<file path="src/rtl/i2c_command_scheduler.sv">
// I2C command scheduler: pops commands from a first-word-fall-through queue, runs them on the
// I2C controller and forwards read data (or 8'hEE on error) to the UART. `SCHED_POLL_EN adds periodic temperature polling.
module i2c_command_scheduler #(
    parameter int unsigned POLL_CYCLES  = 100000000,
    parameter int unsigned WAIT_TIMEOUT = 1000000,
    parameter logic [7:0]  TEMP_PTR     = 8'h00
) (
    input  logic        clk,
    input  logic        reset,
    input  logic        queue_empty,
    input  logic [7:0]  q_addr,
    input  logic [2:0]  q_mode,
    input  logic [15:0] q_data,
    output logic        rd_queue,
    input  logic        i2c_ready,
    input  logic        i2c_done,
    input  logic        i2c_ack_error,
    input  logic [15:0] i2c_rd_data,
    output logic        i2c_start,
    output logic [2:0]  i2c_mode,
    output logic [7:0]  i2c_addr,
    output logic [15:0] i2c_wr_data,
    output logic        tx_start,
    output logic [7:0]  tx_data,
    input  logic        tx_done_tick,
    output logic [15:0] temperature,
    output logic        temp_valid,
    output logic        cmd_error
);

    typedef enum logic [2:0] {
        IDLE   = 3'd0,
        ISSUE  = 3'd1,
        WAIT   = 3'd2,
        TX_HI  = 3'd3,
        TX_LO  = 3'd4,
        TX_ERR = 3'd5
    } state_t;

    localparam logic [19:0] WAIT_LAST = 20'(WAIT_TIMEOUT - 1);

    state_t      state_r, state_s;
    logic [19:0] wait_cnt_r;
    logic        is_poll_r;
    logic        tx_sent_r;
    logic [15:0] rd_data_r, rd_src_s;
    logic [7:0]  i2c_addr_r, tx_data_r;
    logic [2:0]  i2c_mode_r;
    logic [15:0] i2c_wr_data_r, temperature_r;
    logic        temp_valid_r;
    logic        rd_queue_s, start_s, tx_start_s, cmd_error_s;
    logic        load_cmd_s, load_poll_s, capture_s;
    logic        poll_pending_s;

`ifdef SCHED_POLL_EN
    localparam int PW = (POLL_CYCLES > 1) ? $clog2(POLL_CYCLES) : 1;
    localparam logic [PW-1:0] POLL_LAST = PW'(POLL_CYCLES - 1);

    logic [PW-1:0] poll_cnt_r;
    logic          poll_pending_r;

    // Free-running poll timer; a pending poll is held until IDLE takes it, extra expiries are absorbed.
    always_ff @(posedge clk) begin
        if (reset) begin
            poll_cnt_r     <= '0;
            poll_pending_r <= 1'b0;
        end else begin
            poll_cnt_r     <= (poll_cnt_r == POLL_LAST) ? '0 : poll_cnt_r + PW'(1);
            poll_pending_r <= (poll_cnt_r == POLL_LAST) | (poll_pending_r & ~load_poll_s);
        end
    end

    assign poll_pending_s = poll_pending_r;
`else
    logic [31:0] unused_poll_cfg_s;
    assign unused_poll_cfg_s = 32'(POLL_CYCLES);
    assign poll_pending_s    = 1'b0;
`endif

    // Next-state and single-cycle pulse decode.
    always_comb begin
        state_s     = state_r;
        rd_queue_s  = 1'b0;
        start_s     = 1'b0;
        tx_start_s  = 1'b0;
        cmd_error_s = 1'b0;
        load_cmd_s  = 1'b0;
        load_poll_s = 1'b0;
        capture_s   = 1'b0;
        case (state_r)
            IDLE: begin
                if (!queue_empty) begin
                    rd_queue_s = 1'b1;
                    load_cmd_s = 1'b1;
                    if (q_mode > 3'd4) begin
                        cmd_error_s = 1'b1;
                        state_s     = TX_ERR;
                    end else begin
                        state_s = ISSUE;
                    end
                end else if (poll_pending_s) begin
                    load_poll_s = 1'b1;
                    state_s     = ISSUE;
                end else begin
                    state_s = IDLE;
                end
            end
            ISSUE: begin
                if (i2c_ready) begin
                    start_s = 1'b1;
                    state_s = WAIT;
                end else begin
                    state_s = ISSUE;
                end
            end
            WAIT: begin
                // i2c_done takes precedence over a timeout in the same cycle
                if (i2c_done) begin
                    capture_s = 1'b1;
                    if (i2c_ack_error) begin
                        cmd_error_s = 1'b1;
                        state_s     = is_poll_r ? IDLE : TX_ERR;
                    end else if (is_poll_r) begin
                        state_s = IDLE;
                    end else if (i2c_mode_r == 3'b100) begin
                        state_s = TX_HI;
                    end else if (i2c_mode_r == 3'b001) begin
                        state_s = TX_LO;
                    end else begin
                        state_s = IDLE;
                    end
                end else if (wait_cnt_r == WAIT_LAST) begin
                    cmd_error_s = 1'b1;
                    state_s     = is_poll_r ? IDLE : TX_ERR;
                end else begin
                    state_s = WAIT;
                end
            end
            TX_HI, TX_LO, TX_ERR: begin
                tx_start_s = ~tx_sent_r;
                if (tx_sent_r && tx_done_tick) begin
                    state_s = (state_r == TX_HI) ? TX_LO : IDLE;
                end else begin
                    state_s = state_r;
                end
            end
            default: state_s = IDLE;
        endcase
    end

    assign rd_src_s = capture_s ? i2c_rd_data : rd_data_r;

    // State, counters and latched transaction/result registers.
    always_ff @(posedge clk) begin
        if (reset) begin
            state_r       <= IDLE;
            wait_cnt_r    <= 20'd0;
            is_poll_r     <= 1'b0;
            tx_sent_r     <= 1'b0;
            rd_data_r     <= 16'h0000;
            i2c_addr_r    <= 8'h00;
            i2c_mode_r    <= 3'b000;
            i2c_wr_data_r <= 16'h0000;
            tx_data_r     <= 8'h00;
            temperature_r <= 16'h0000;
            temp_valid_r  <= 1'b0;
        end else begin
            state_r    <= state_s;
            wait_cnt_r <= (state_r == WAIT) ? wait_cnt_r + 20'd1 : 20'd0;
            tx_sent_r  <= (state_s == state_r) & (tx_sent_r | tx_start_s);
            if (load_cmd_s) begin
                i2c_addr_r    <= q_addr;
                i2c_mode_r    <= q_mode;
                i2c_wr_data_r <= q_data;
                is_poll_r     <= 1'b0;
            end else if (load_poll_s) begin
                i2c_addr_r <= TEMP_PTR;
                i2c_mode_r <= 3'b100;
                is_poll_r  <= 1'b1;
            end else begin
                is_poll_r <= is_poll_r;
            end
            if (capture_s) begin
                rd_data_r <= i2c_rd_data;
            end else begin
                rd_data_r <= rd_data_r;
            end
            if (capture_s && is_poll_r && !i2c_ack_error) begin
                temperature_r <= i2c_rd_data;
                temp_valid_r  <= 1'b1;
            end else begin
                temp_valid_r <= temp_valid_r;
            end
            case (state_s)
                TX_HI:   tx_data_r <= rd_src_s[15:8];
                TX_LO:   tx_data_r <= rd_src_s[7:0];
                TX_ERR:  tx_data_r <= 8'hEE;
                default: tx_data_r <= 8'h00;
            endcase
        end
    end

    // Pulses are masked during reset so every output reads 0 while it is held.
    assign rd_queue    = rd_queue_s & ~reset;
    assign i2c_start   = start_s & ~reset;
    assign tx_start    = tx_start_s & ~reset;
    assign cmd_error   = cmd_error_s & ~reset;
    assign i2c_addr    = i2c_addr_r;
    assign i2c_mode    = i2c_mode_r;
    assign i2c_wr_data = i2c_wr_data_r;
    assign tx_data     = tx_data_r;
    assign temperature = temperature_r;
    assign temp_valid  = temp_valid_r;

endmodule

</file>
<file path="config.mk">
export PLATFORM = sky130hd
export DESIGN_NAME = i2c_command_scheduler
export DESIGN_NICKNAME = d
export VERILOG_FILES = /design/src/rtl/i2c_command_scheduler.sv
export SDC_FILE = /design/constraint.sdc
export NUM_CORES = 1
export LEC_CHECK = 0
export BUFFER_PORTS_ARGS = -buffer_cell sky130_fd_sc_hd__buf_4
export CAP_MARGIN = 5
export CORE_ASPECT_RATIO = 1.75
export CORE_MARGIN = 3
export CORE_UTILIZATION = 46
export DETAILED_ROUTE_END_ITERATION = 8
export GPL_ROUTABILITY_DRIVEN = 0
export PLACE_DENSITY = 0.78
export SLEW_MARGIN = 10
export SYNTH_ARGS = -nofsm -noshare
export SYNTH_HDL_FRONTEND = slang
export SYNTH_SLANG_ARGS = --single-unit
</file>
<file path="constraint.sdc">
create_clock -name clk -period 1.8 [get_ports clk]
set_clock_uncertainty 0.05 [all_clocks]
set_input_delay 0.09 -clock clk [delete_from_list [all_inputs] [get_ports clk]]
set_output_delay 0.09 -clock clk [all_outputs]
set_load 0.005 [all_outputs]
</file>
==> flow_metrics.env <==
export IMPL_cp_end_kind="primary output"
export IMPL_cts_tree="built"
export IMPL_grt_overflow=0
export IMPL_wl_per_cell_um=15.85
export IMPL_clk_pin_slew_ns=0.05
export IMPL_layout_drive_gt1_share=0.3102
export IMPL_reg2reg_to="tx_sent_r"
export IMPL_drt_initial_drc_count=227
export IMPL_min_from="i2c_rd_data[5]"
export IMPL_ys_ff_latch=75
export IMPL_setup_slack_ns=-0.2160
export IMPL_violations="setup timing"
export IMPL_p_per_area_mw_per_mm2=866.2
export IMPL_hold_path_depth=3
export IMPL_synth_distinct_cells=52
export IMPL_cts_buffers=9
export IMPL_path_cells="nor2b_1, nand4_1, o311ai_1, o21ai_1, nor4_1, buf_4"
export IMPL_fin_crit_ns=2.016
export IMPL_report_power_total_mw=4.397
export IMPL_grt_pass1_wl_um=16220
export IMPL_start_util=0.4836
export IMPL_core_mm2=0.007007
export IMPL_clk_latency_ns=0.34
export IMPL_finalHoldViolCount=0
export IMPL_p_leak_nw=2.115
export IMPL_drc=0
export IMPL_ys_flop_type="dfxtp_1"
export IMPL_slowest_stage="dfxtp_1"
export IMPL_synth_area_leaders="dfxtp_1, nand2_1, a21oi_1, buf_4, xor2_1"
export IMPL_crit_type="reg -> out"
export IMPL_dp_hpwl_um=6127
export IMPL_cts_max_level=3
export IMPL_ios=106
export IMPL_fill_cells=496
export IMPL_cp_arrival_ns=1.88
export IMPL_syn_to_final_growth_pct=49.82
export IMPL_drv_cap=0
export IMPL_netlist_area_mm2=0.003388
export IMPL_syn_avg_cell_area_um2=8.264
export IMPL_place_area_mm2=0.004207
export IMPL_synth_cells=410
export IMPL_required_ns=1.66
export IMPL_antenna_found_initial=0
export IMPL_whs_ns=0.007086
export IMPL_grt_max_degree=35
export IMPL_rsz0062_at_grt="true"
export IMPL_io_buffers=88
export IMPL_report_final_slew_viol_count=0
export IMPL_holdCritPathClass="in -> reg"
export IMPL_rows=40
export IMPL_rr_worst_depth=7
export IMPL_clock_sinks=75
export IMPL_wl_um=10220
export IMPL_die_w_um=70.88
export IMPL_yosysTopAreaCellShare=0.4431
export IMPL_num_vias=3454
export IMPL_cts_root_buffer="clkbuf_16"
export IMPL_setup_viol=3
export IMPL_die_h_um=119.5
export IMPL_period_share=1.120
export IMPL_dp_slack_ns=-0.01557
export IMPL_n_antenna_cell=0
export IMPL_hold_end="rd_data_r[5]"
export IMPL_outcome="finished with violations"
export IMPL_r2r_start="wait_cnt_r[1]"
export IMPL_synthArstFlopShare=0
export IMPL_synth_top_cell_by_area="dfxtp_1"
export IMPL_vdd_drop_max_mv=0.7277
export IMPL_viasPerCell=5.355
export IMPL_cts_max_path_buffers=2
export IMPL_synthTopCellsByCount="nand2_1, dfxtp_1, a21oi_1, nor2_1, buf_4"
export IMPL_ant_nets=0
export IMPL_setup_reg_to_reg_worst_slack_ns=-0.02
export IMPL_die_area_mm2=0.008472
export IMPL_start_kind="flip-flop"
export IMPL_grt_pass1_vias=3461
export IMPL_crit_fanout=2
export IMPL_synth_edff_count=0
export IMPL_fin_area_mm2=0.005076
export IMPL_yosysMostFrequentCell="nand2_1"
export IMPL_slowest_delay_ns=0.34
export IMPL_max_freq_ghz=0.4960
export IMPL_ys_seq_area_frac=0.4431
export IMPL_dr_pass1_iters=7
export IMPL_final_nets=607
export IMPL_grt_usage=0.2408
export IMPL_yosys_warnings=0
state kept, by name (all words and copies together), names as in the netlist:
signal / count
i2c_wr_data: 16
i2c_mode: 3
state_r: 3
i2c_addr: 8
tx_data: 8
tx_sent_r: 1
wait_cnt_r: 20
rd_data_r: 16
cells in the final DEF (no fill, tap or decap), types with 3 or more instances in the layout:
cell | Yosys | layout
a21o_1 | 5 | 5
inv_1 | 7 | 7
and3_1 | 6 | 6
dfxtp_2 | 0 | 8
nand3_1 | 8 | 8
o21ai_0 | 15 | 10
buf_12 | 0 | 3
nor2_1 | 27 | 26
conb_1 | 1 | 17
clkbuf_16 | 0 | 9
a21oi_1 | 44 | 44
o22ai_1 | 4 | 3
dfxtp_1 | 75 | 66
dlygate4sd3_1 | 0 | 36
xnor2_1 | 3 | 3
o21ai_1 | 6 | 9
buf_4 | 21 | 117
nand4_1 | 9 | 9
nand2_1 | 96 | 96
o211ai_1 | 7 | 7
xor2_1 | 15 | 15
kinds of logic after synthesis:
logic type               count (synthesis)  synth area share
AO/OA/AOI/OAI                           91            0.1662
XOR/XNOR                                18           0.04653
adder cells (fa/ha/maj)                  1          0.003692
buffers and inverters                   47           0.08124
flip-flops                              75            0.4431
other                                    1          0.001107
AND/OR/NAND/NOR                        177            0.2581
metal layers:
| metal | share of wire | vias up | GRT usage |
|---|---|---|---|
| met5 | 0 | - | 0 |
| met4 | 0.022 | 0 | 0.08941 |
| met3 | 0.050 | 22 | 0.06790 |
| met2 | 0.58 | 120 | 0.4622 |
| met1 | 0.35 | 1653 | 0.2360 |
| li1 | - | 1659 | - |
worst max path at each step:
stage	startpoint	endpoint	slack [ns]	cells past startpoint
5_1_grt	wait_cnt_r[19]	cmd_error	-0.35	6
3_3_place_gp	wait_cnt_r[6]	tx_data[3]	0.06	7
2_1_floorplan	wait_cnt_r[0]	tx_sent_r	0.02	6
3_5_place_dp	wait_cnt_r[1]	tx_sent_r	-0.02	6
6_report	wait_cnt_r[19]	cmd_error	-0.22	6
4_1_cts	wait_cnt_r[6]	cmd_error	-0.17	6
per-stage QoR:
step                utilization  setup TNS (ns)  instances
floorplan                     -               0        426
global placement         0.6004               0        585
detailed placement       0.6004        -0.01557        585
CTS                      0.7138         -0.1704        643
global route             0.7245         -0.8262        645
finish                   0.7245         -0.2462        645
layout make-up:
class,count,area (um^2),share of cell area
clock buffer,11,232.7,0.04585
clock inverter,5,77.57,0.01528
inverter,7,26.28,0.005176
multi-input combinational,304,1772,0.3490
sequential,75,1515,0.2985
tap,84,105.1,0.02070
timing repair buffer,159,1348,0.2655
worst max-delay path, delay by kind of cell (launching register included):
| family | cells | cell delay [ns] |
|---|---|---|
| flip-flops | 1 | 0.34 |
| AO/OA/AOI/OAI | 2 | 0.35 |
| AND/OR/NAND/NOR | 3 | 0.69 |
| buffers and inverters | 1 | 0.17 |
repair_timing:
item,4_1_cts,5_1_grt
endpoints found under the hold margin,36,0
hold buffers,36,0
setup buffers,5,1
pin swaps,2,6
gates cloned,1,1
resized for setup,16,24
endpoints found under the setup margin,4,11
power breakdown:
group	leakage (nW)	switching [mW]	internal (mW)
Clock	0.150	0.669	1.21
Combinational	1.35	0.340	0.386
Sequential	0.614	0.0584	1.74
Note: power is estimated with default switching activity, not from simulation.
